**config.mk**
```make
export PLATFORM = sky130hd
export DESIGN_NAME = spi_reg_bank_flat
export DESIGN_NICKNAME = d
export VERILOG_FILES = /design/src/rtl/spi_reg_pkg.sv /design/src/rtl/spi_reg_bank_if.sv /design/src/rtl/spi_irq_ctrl.sv /design/src/rtl/spi_reg_bank.sv /design/src/flat_wrapper.sv
export SDC_FILE = /design/constraint.sdc
export NUM_CORES = 2
export LEC_CHECK = 0
export ABC_AREA = 0
export BUFFER_PORTS_ARGS = -buffer_cell sky130_fd_sc_hd__buf_2
export CAP_MARGIN = 10
export CELL_PAD_IN_SITES_DETAIL_PLACEMENT = 0
export CELL_PAD_IN_SITES_GLOBAL_PLACEMENT = 2
export CORE_MARGIN = 1.5
export CORE_UTILIZATION = 45
export DETAILED_ROUTE_END_ITERATION = 16
export PLACE_DENSITY_LB_ADDON = 0.2
export SKIP_CTS_REPAIR_TIMING = 1
export SYNTH_ARGS = -nofsm -noshare
export SYNTH_HDL_FRONTEND = slang
export SYNTH_SLANG_ARGS = --single-unit
```
**constraint.sdc**
```tcl
create_clock -name clk -period 188.5 [get_ports clk]
set_clock_uncertainty 0.2 [all_clocks]
set_input_delay 37.7 -clock clk [delete_from_list [all_inputs] [get_ports clk]]
set_output_delay 37.7 -clock clk [all_outputs]
set_load 0.01 [all_outputs]
```
**src/rtl/spi_reg_pkg.sv**
```systemverilog
// Shared address map, register kinds and address classification for the SPI register bank.
// Pure definitions: no latency, no backpressure.
package spi_reg_pkg;

    localparam int unsigned NUM_REGS_DEF = 64;
    localparam int unsigned NUM_CTRL_DEF = 8;
    localparam int unsigned NUM_IRQ_DEF  = 5;
    localparam logic [31:0] ID_VALUE_DEF = 32'h5446_0001;

    localparam logic [7:0] ADDR_INT_EN     = 8'h18;
    localparam logic [7:0] ADDR_INT_STATUS = 8'h19;
    localparam logic [7:0] ADDR_INT_CLEAR  = 8'h1A;
    localparam logic [7:0] ADDR_ID         = 8'h3F;

    localparam int unsigned ADDR_ERR_CLR_BIT = 31;

    typedef enum logic [2:0] {
        RK_SHADOW,
        RK_RW,
        RK_RO,
        RK_W1C,
        RK_ILLEGAL
    } reg_kind_e;

    function automatic reg_kind_e addr_kind(
        input logic [7:0]  addr,
        input int unsigned num_ctrl = NUM_CTRL_DEF,
        input int unsigned num_regs = NUM_REGS_DEF
    );
        reg_kind_e k;
        if ({24'd0, addr} >= num_regs)                       k = RK_ILLEGAL;
        else if ({24'd0, addr} < num_ctrl)                   k = RK_SHADOW;
        else if (addr == ADDR_INT_STATUS || addr == ADDR_ID) k = RK_RO;
        else if (addr == ADDR_INT_CLEAR)                     k = RK_W1C;
        else                                                 k = RK_RW;
        return k;
    endfunction

endpackage

```
**src/rtl/spi_reg_bank_if.sv**
```systemverilog
// Register strobe bus between the SPI slave (master side) and the register bank (slave side).
// Read data returns one clock after the address; strobes cannot be stalled.
interface spi_reg_bank_if;

    logic [7:0]  reg_addr;
    logic [31:0] reg_wdata;
    logic        reg_write;
    logic        reg_read;
    logic [31:0] reg_rdata;

    modport master (
        output reg_addr, reg_wdata, reg_write, reg_read,
        input  reg_rdata
    );

    modport slave (
        input  reg_addr, reg_wdata, reg_write, reg_read,
        output reg_rdata
    );

endinterface

```
**src/rtl/spi_irq_ctrl.sv**
```systemverilog
// Interrupt block: rising-edge capture into INT_STATUS, INT_EN mask, W1C clear, registered irq.
// irq follows status/enable by one clock; no backpressure.
module spi_irq_ctrl #(
    parameter int unsigned NUM_IRQ = 5
) (
    input  logic               clk,
    input  logic               rst,
    input  logic [NUM_IRQ-1:0] irq_src_i,
    input  logic               en_we_i,
    input  logic               clr_we_i,
    input  logic [NUM_IRQ-1:0] wdata_i,
    output logic [NUM_IRQ-1:0] int_en_o,
    output logic [NUM_IRQ-1:0] int_status_o,
    output logic               irq_o
);

    logic [NUM_IRQ-1:0] src_q,    src_d;
    logic [NUM_IRQ-1:0] en_q,     en_d;
    logic [NUM_IRQ-1:0] status_q, status_d;
    logic               armed_q,  armed_d;
    logic               irq_q,    irq_d;
    logic [NUM_IRQ-1:0] rise;
    logic [NUM_IRQ-1:0] clr;

    // Edge history is only trusted once it has sampled the sources after reset.
    assign rise = armed_q ? (irq_src_i & ~src_q) : '0;
    assign clr  = clr_we_i ? wdata_i : '0;

    always_comb begin
        src_d    = irq_src_i;
        armed_d  = 1'b1;
        en_d     = en_we_i ? wdata_i : en_q;
        status_d = (status_q & ~clr) | rise;
        irq_d    = |(status_q & en_q);
    end

    always_ff @(posedge clk or posedge rst) begin
        if (rst) begin
            src_q    <= '0;
            armed_q  <= 1'b0;
            en_q     <= '0;
            status_q <= '0;
            irq_q    <= 1'b0;
        end else begin
            src_q    <= src_d;
            armed_q  <= armed_d;
            en_q     <= en_d;
            status_q <= status_d;
            irq_q    <= irq_d;
        end
    end

    assign int_en_o     = en_q;
    assign int_status_o = status_q;
    assign irq_o        = irq_q;

endmodule

```
**src/rtl/spi_reg_bank.sv**
```systemverilog
// Panel-control register file with frame-synchronous shadow commit and interrupt block.
// Read data 1 clock after address, writes visible 2 clocks after strobe; strobes are never stalled.
module spi_reg_bank
    import spi_reg_pkg::*;
#(
    parameter int unsigned NUM_REGS = NUM_REGS_DEF,
    parameter int unsigned NUM_CTRL = NUM_CTRL_DEF,
    parameter int unsigned NUM_IRQ  = NUM_IRQ_DEF,
    parameter logic [31:0] ID_VALUE = ID_VALUE_DEF
) (
    input  logic                   clk,
    input  logic                   rst,
    spi_reg_bank_if.slave          bus,
    input  logic                   frame_sync_i,
    input  logic [NUM_IRQ-1:0]     irq_src_i,
    output logic [NUM_CTRL*32-1:0] ctrl_active_o,
    output logic                   irq_o,
    output logic                   addr_err_o
);

    localparam int unsigned AW = $clog2(NUM_REGS);

    logic [31:0]            regs_q [NUM_REGS];
    logic [31:0]            regs_d [NUM_REGS];
    logic [NUM_CTRL*32-1:0] active_q, active_d;
    logic [31:0]            rdata_q,  rdata_d;
    logic                   err_q,    err_d;

    reg_kind_e          kind;
    logic [AW-1:0]      idx;
    logic               is_en;
    logic [NUM_IRQ-1:0] int_en;
    logic [NUM_IRQ-1:0] int_status;

    assign kind  = addr_kind(bus.reg_addr, NUM_CTRL, NUM_REGS);
    assign idx   = bus.reg_addr[AW-1:0];
    assign is_en = (bus.reg_addr == ADDR_INT_EN);

    spi_irq_ctrl #(.NUM_IRQ(NUM_IRQ)) u_irq (
        .clk          (clk),
        .rst          (rst),
        .irq_src_i    (irq_src_i),
        .en_we_i      (bus.reg_write && is_en),
        .clr_we_i     (bus.reg_write && kind == RK_W1C),
        .wdata_i      (bus.reg_wdata[NUM_IRQ-1:0]),
        .int_en_o     (int_en),
        .int_status_o (int_status),
        .irq_o        (irq_o)
    );

    // Commit reads regs_q, so a same-cycle write only reaches active on the next frame.
    always_comb begin
        regs_d   = regs_q;
        active_d = active_q;
        if (bus.reg_write && (kind == RK_SHADOW || (kind == RK_RW && !is_en)))
            regs_d[idx] = bus.reg_wdata;
        if (frame_sync_i)
            for (int k = 0; k < NUM_CTRL; k++)
                active_d[32*k +: 32] = regs_q[k];
    end

    always_comb begin
        rdata_d = '0;
        case (kind)
            RK_SHADOW: rdata_d = regs_q[idx];
            RK_RW: begin
                if (is_en) rdata_d[NUM_IRQ-1:0] = int_en;
                else       rdata_d = regs_q[idx];
            end
            RK_RO: begin
                if (bus.reg_addr == ADDR_ID) rdata_d = ID_VALUE;
                else                         rdata_d[NUM_IRQ-1:0] = int_status;
            end
            default: rdata_d = '0;
        endcase
    end

    always_comb begin
        err_d = err_q;
        if (kind == RK_ILLEGAL && (bus.reg_write || bus.reg_read))
            err_d = 1'b1;
        else if (bus.reg_write && kind == RK_W1C && bus.reg_wdata[ADDR_ERR_CLR_BIT])
            err_d = 1'b0;
    end

    always_ff @(posedge clk or posedge rst) begin
        if (rst) begin
            for (int i = 0; i < NUM_REGS; i++)
                regs_q[i] <= '0;
            active_q <= '0;
            rdata_q  <= '0;
            err_q    <= 1'b0;
        end else begin
            regs_q   <= regs_d;
            active_q <= active_d;
            rdata_q  <= rdata_d;
            err_q    <= err_d;
        end
    end

    assign bus.reg_rdata = rdata_q;
    assign ctrl_active_o = active_q;
    assign addr_err_o    = err_q;

endmodule

```
**src/flat_wrapper.sv**
```systemverilog
// flat-port wrapper written by rule: the top's interface ports become plain ports
module spi_reg_bank_flat import spi_reg_pkg::*;
#(
    parameter int unsigned NUM_REGS = NUM_REGS_DEF,
    parameter int unsigned NUM_CTRL = NUM_CTRL_DEF,
    parameter int unsigned NUM_IRQ  = NUM_IRQ_DEF,
    parameter logic [31:0] ID_VALUE = ID_VALUE_DEF
)
  (clk, rst, frame_sync_i, irq_src_i, ctrl_active_o, irq_o, addr_err_o, bus_reg_addr, bus_reg_wdata, bus_reg_write, bus_reg_read, bus_reg_rdata);
  spi_reg_bank_if bus_i ();
  input  logic clk;
  input  logic rst;
  input  logic frame_sync_i;
  input  logic [NUM_IRQ-1:0] irq_src_i;
  output logic [NUM_CTRL*32-1:0] ctrl_active_o;
  output logic irq_o;
  output logic addr_err_o;
  input wire logic [$bits(bus_i.reg_addr)-1:0] bus_reg_addr;
  input wire logic [$bits(bus_i.reg_wdata)-1:0] bus_reg_wdata;
  input wire logic [$bits(bus_i.reg_write)-1:0] bus_reg_write;
  input wire logic [$bits(bus_i.reg_read)-1:0] bus_reg_read;
  output wire logic [$bits(bus_i.reg_rdata)-1:0] bus_reg_rdata;
  assign bus_i.reg_addr = bus_reg_addr;
  assign bus_i.reg_wdata = bus_reg_wdata;
  assign bus_i.reg_write = bus_reg_write;
  assign bus_i.reg_read = bus_reg_read;
  assign bus_reg_rdata = bus_i.reg_rdata;
  spi_reg_bank #(.NUM_REGS(NUM_REGS), .NUM_CTRL(NUM_CTRL), .NUM_IRQ(NUM_IRQ), .ID_VALUE(ID_VALUE)) u_core (.clk(clk), .rst(rst), .bus(bus_i), .frame_sync_i(frame_sync_i), .irq_src_i(irq_src_i), .ctrl_active_o(ctrl_active_o), .irq_o(irq_o), .addr_err_o(addr_err_o));
endmodule
```
==> flow_summary_export.csv <==
group,metric,value,unit
worst_hold_path,min_path_type,"reg -> reg",
setup_path,worstPathArrival,42.75,ns
synth,syn_nets,7304,
placement,io_buffers,339,
flow_run,maxCapViolCount,0,
route,wire_per_inst,35.5,µm
cells_and_area,nets,7301,
synth,synthCells,7254,
clock_tree,path_clk_slew,0.06,ns
sta,max_freq,0.0238,GHz
pwr,switchingPower,0.282,mW
synth,synth-edff-count,0,
route,drcViolationCount,0,
synth,synth_ff_type,"dfrtp_1",
synth,ys_seq_area_frac,0.571,
placement,dp.cells,9984,
pwr,switching_share,0.243,
cells_and_area,syn_to_final_growth,12.3,%
cells_and_area,post-route-util,0.509,
floorplan,core_area,228000,µm²
sta,fin_ws,146.43,ns
route,drt-vias-per-instance,6.33,
placement,post_dp_cell_area,107000,µm²
global_routing,first_global_vias,67500,
route,drt_iter0_drc,6111,
setup_path,cp_max_fo,162,
synth,yosysMostFrequentCell,"dfrtp_1",
synth,synth_area,103000,µm²
clock_tree,clkLatencyLatePin,0.93,ns
clock_tree,cts_inserted_buffers,274,
synth,synthTopCellsByArea,"dfrtp_1, mux2_2, mux4_2",
route,drt_wl_total,371,mm
setup_path,crit_type,"in -> async",
clock_tree,numClockSinks,2354,
global_routing,antenna_found_initial,28,
synth,ys_ff_latch,2354,
synth,synth_commonest_cells,"dfrtp_1, mux2_2, clkbuf_1, buf_2, a221oi_1",
sta,setup_tns,0,ns
floorplan,die_w,482,µm
synth,async_flop_share,1.00,
pwr,seq_power_share,0.467,
route,first_pass_iters,6,
floorplan,initial_core_util,0.453,
pwr,p_clk_frac,0.452,
global_routing,track_usage,0.317,
pwr,p_per_area,10.0,nW/µm²
pwr,p_comb_frac,0.081,
placement,hpwl,215,mm
sta,post-route-min-period,42.07,ns
placement,finalWeightedCongestion,0.832,
route,antenna_left,0,
pwr,ir_worst_vdd,0.00594,mV
clock_tree,clock_path_buffers,4,
sta,setup_viol_count_final,0,
sta,finalCritPeriodShare,0.223,
sta,worst_slew_pin_slew,1.23,ns
status,status,"complete, no violations",
pwr,internal-power,0.878,mW
floorplan,rows,175,
synth,synth_top_area_share,0.571,
placement,post-place-ws,145.31,ns
clock_tree,clockRootBuffer,"clkbuf_16",
floorplan,die_height,482,µm
setup_path,worst-endpoint-required,189.18,ns
global_routing,grt_pass1_wl,524,mm
sta,slew_headroom,0.177,
setup_path,crit_path_end_kind,"async pin",
synth,syn_avg_cell_area,14.2,µm²
clock_tree,cts_tree,"yes",
cells_and_area,finalInstanceArea,116000,µm²
setup_path,startpoint_type,"primary input",
synth,synth_top_cell_by_area,"dfrtp_1",
floorplan,ioPinCount,340,
pwr,p_total,1.16,mW
pwr,leakage,57.4,nW
global_routing,grt_max_degree,186,
clock_tree,cts_htree_levels,5,
synth,ys.warnings.count,0,
floorplan,dieArea,232000,µm²
global_routing,globalRouteOverflowTotal,0,
sta,hold_viol,0,
cells_and_area,drive_gt1_frac,0.472,
synth,ys_types,79,
cells_and_area,final_cells,10400,
sta,rsz0062_at_grt,"no",
sta,worst_hold_slack,0.173,ns
route,routed-via-count,66100,
sta,slew_violations,0,
[worst paths after layout]
kind	from	slack [ns]	to	cells after the start
max	rst	146.43	u_core.ctrl_active_o[10]	7
min	u_core.regs_q[21]	0.17	u_core.regs_q[21]	0
max reg2reg	u_core.regs_q[2014]	185.70	u_core.bus.reg_rdata[30]	6
min reg2reg	u_core.regs_q[21]	0.17	u_core.regs_q[21]	0
max in group clk	bus_reg_addr[2]	146.64	u_core.regs_q[48]	10
min in group asynchronous	rst	36.79	u_core.regs_q[903]	2
[registers in the layout (all words and copies together), names as in the netlist]
signal and cells:
u_core.addr_err_o 1, u_core.bus.reg_rdata 32, u_core.ctrl_active_o 256, u_core.regs_q 2048, u_core.u_irq.armed_q 1, u_core.u_irq.int_en_o 5, u_core.u_irq.int_status_o 5, u_core.u_irq.irq_o 1
u_core.u_irq.src_q 5
[kinds of logic (layout without fill, tap and decap cells)]
family,after synthesis,after routing,synth area share
AO/OA/AOI/OAI,975,975,0.0688
buffers and inverters,843,1012,0.0371
flip-flops,2354,2354,0.571
multiplexers,2681,2681,0.306
other,1,8,0.0000363
AND/OR/NAND/NOR,400,400,0.0170
[layout by cell type (no fill, tap or decap), types with 21 or more instances in the layout]
| cell type | instances |
|---|---|
| a21oi_1 | 132 |
| nor2_1 | 112 |
| mux4_2 | 147 |
| a31oi_1 | 21 |
| mux2i_1 | 212 |
| nand2_1 | 134 |
| a221oi_1 | 219 |
| a22o_1 | 29 |
| o21ai_0 | 127 |
| clkbuf_1 | 60 |
| clkbuf_8 | 54 |
| clkbuf_16 | 283 |
| buf_2 | 335 |
| a221o_1 | 28 |
| o221ai_1 | 48 |
| a22oi_1 | 117 |
| mux2_2 | 2301 |
| clkinv_2 | 30 |
| o22ai_1 | 115 |
| buf_4 | 203 |
| dfrtp_1 | 2354 |
[metal layers]
layer | up-vias | track usage | share of wire
li1 | 26700 | - | -
met1 | 36200 | 0.434 | 0.42
met2 | 2467 | 0.506 | 0.47
met3 | 728 | 0.0434 | 0.057
met4 | 6 | 0.138 | 0.049
met5 | - | 0 | 0.00011
[worst max-delay path: stages]
cell and delay (ns):
buf_2 0.13, inv_8 0.50, buf_4 0.85, buf_12 0.76, buf_4 0.70, buf_4 0.75, buf_4 0.91
[area by class of cell]
type	count	area, µm²
fill	19400	112000
sequential	2354	58900
multi-input combinational	4057	40900
clock buffer	397	8050
tap	3009	3760
timing repair buffer	552	3460
clock inverter	51	649
inverter	12	62.6
antenna	7	17.5
[power by group through the flow]
stage          registers (mW)  clock network, mW  logic [mW]
3_3_place_gp            0.549                  0      0.0927
5_1_grt                 0.544              0.552      0.0998
4_1_cts                 0.541              0.531      0.0943
6_report                0.542              0.524      0.0939
2_1_floorplan           0.551                  0      0.0585
3_5_place_dp            0.550                  0      0.0940
Power figures use the tool's default switching activity.
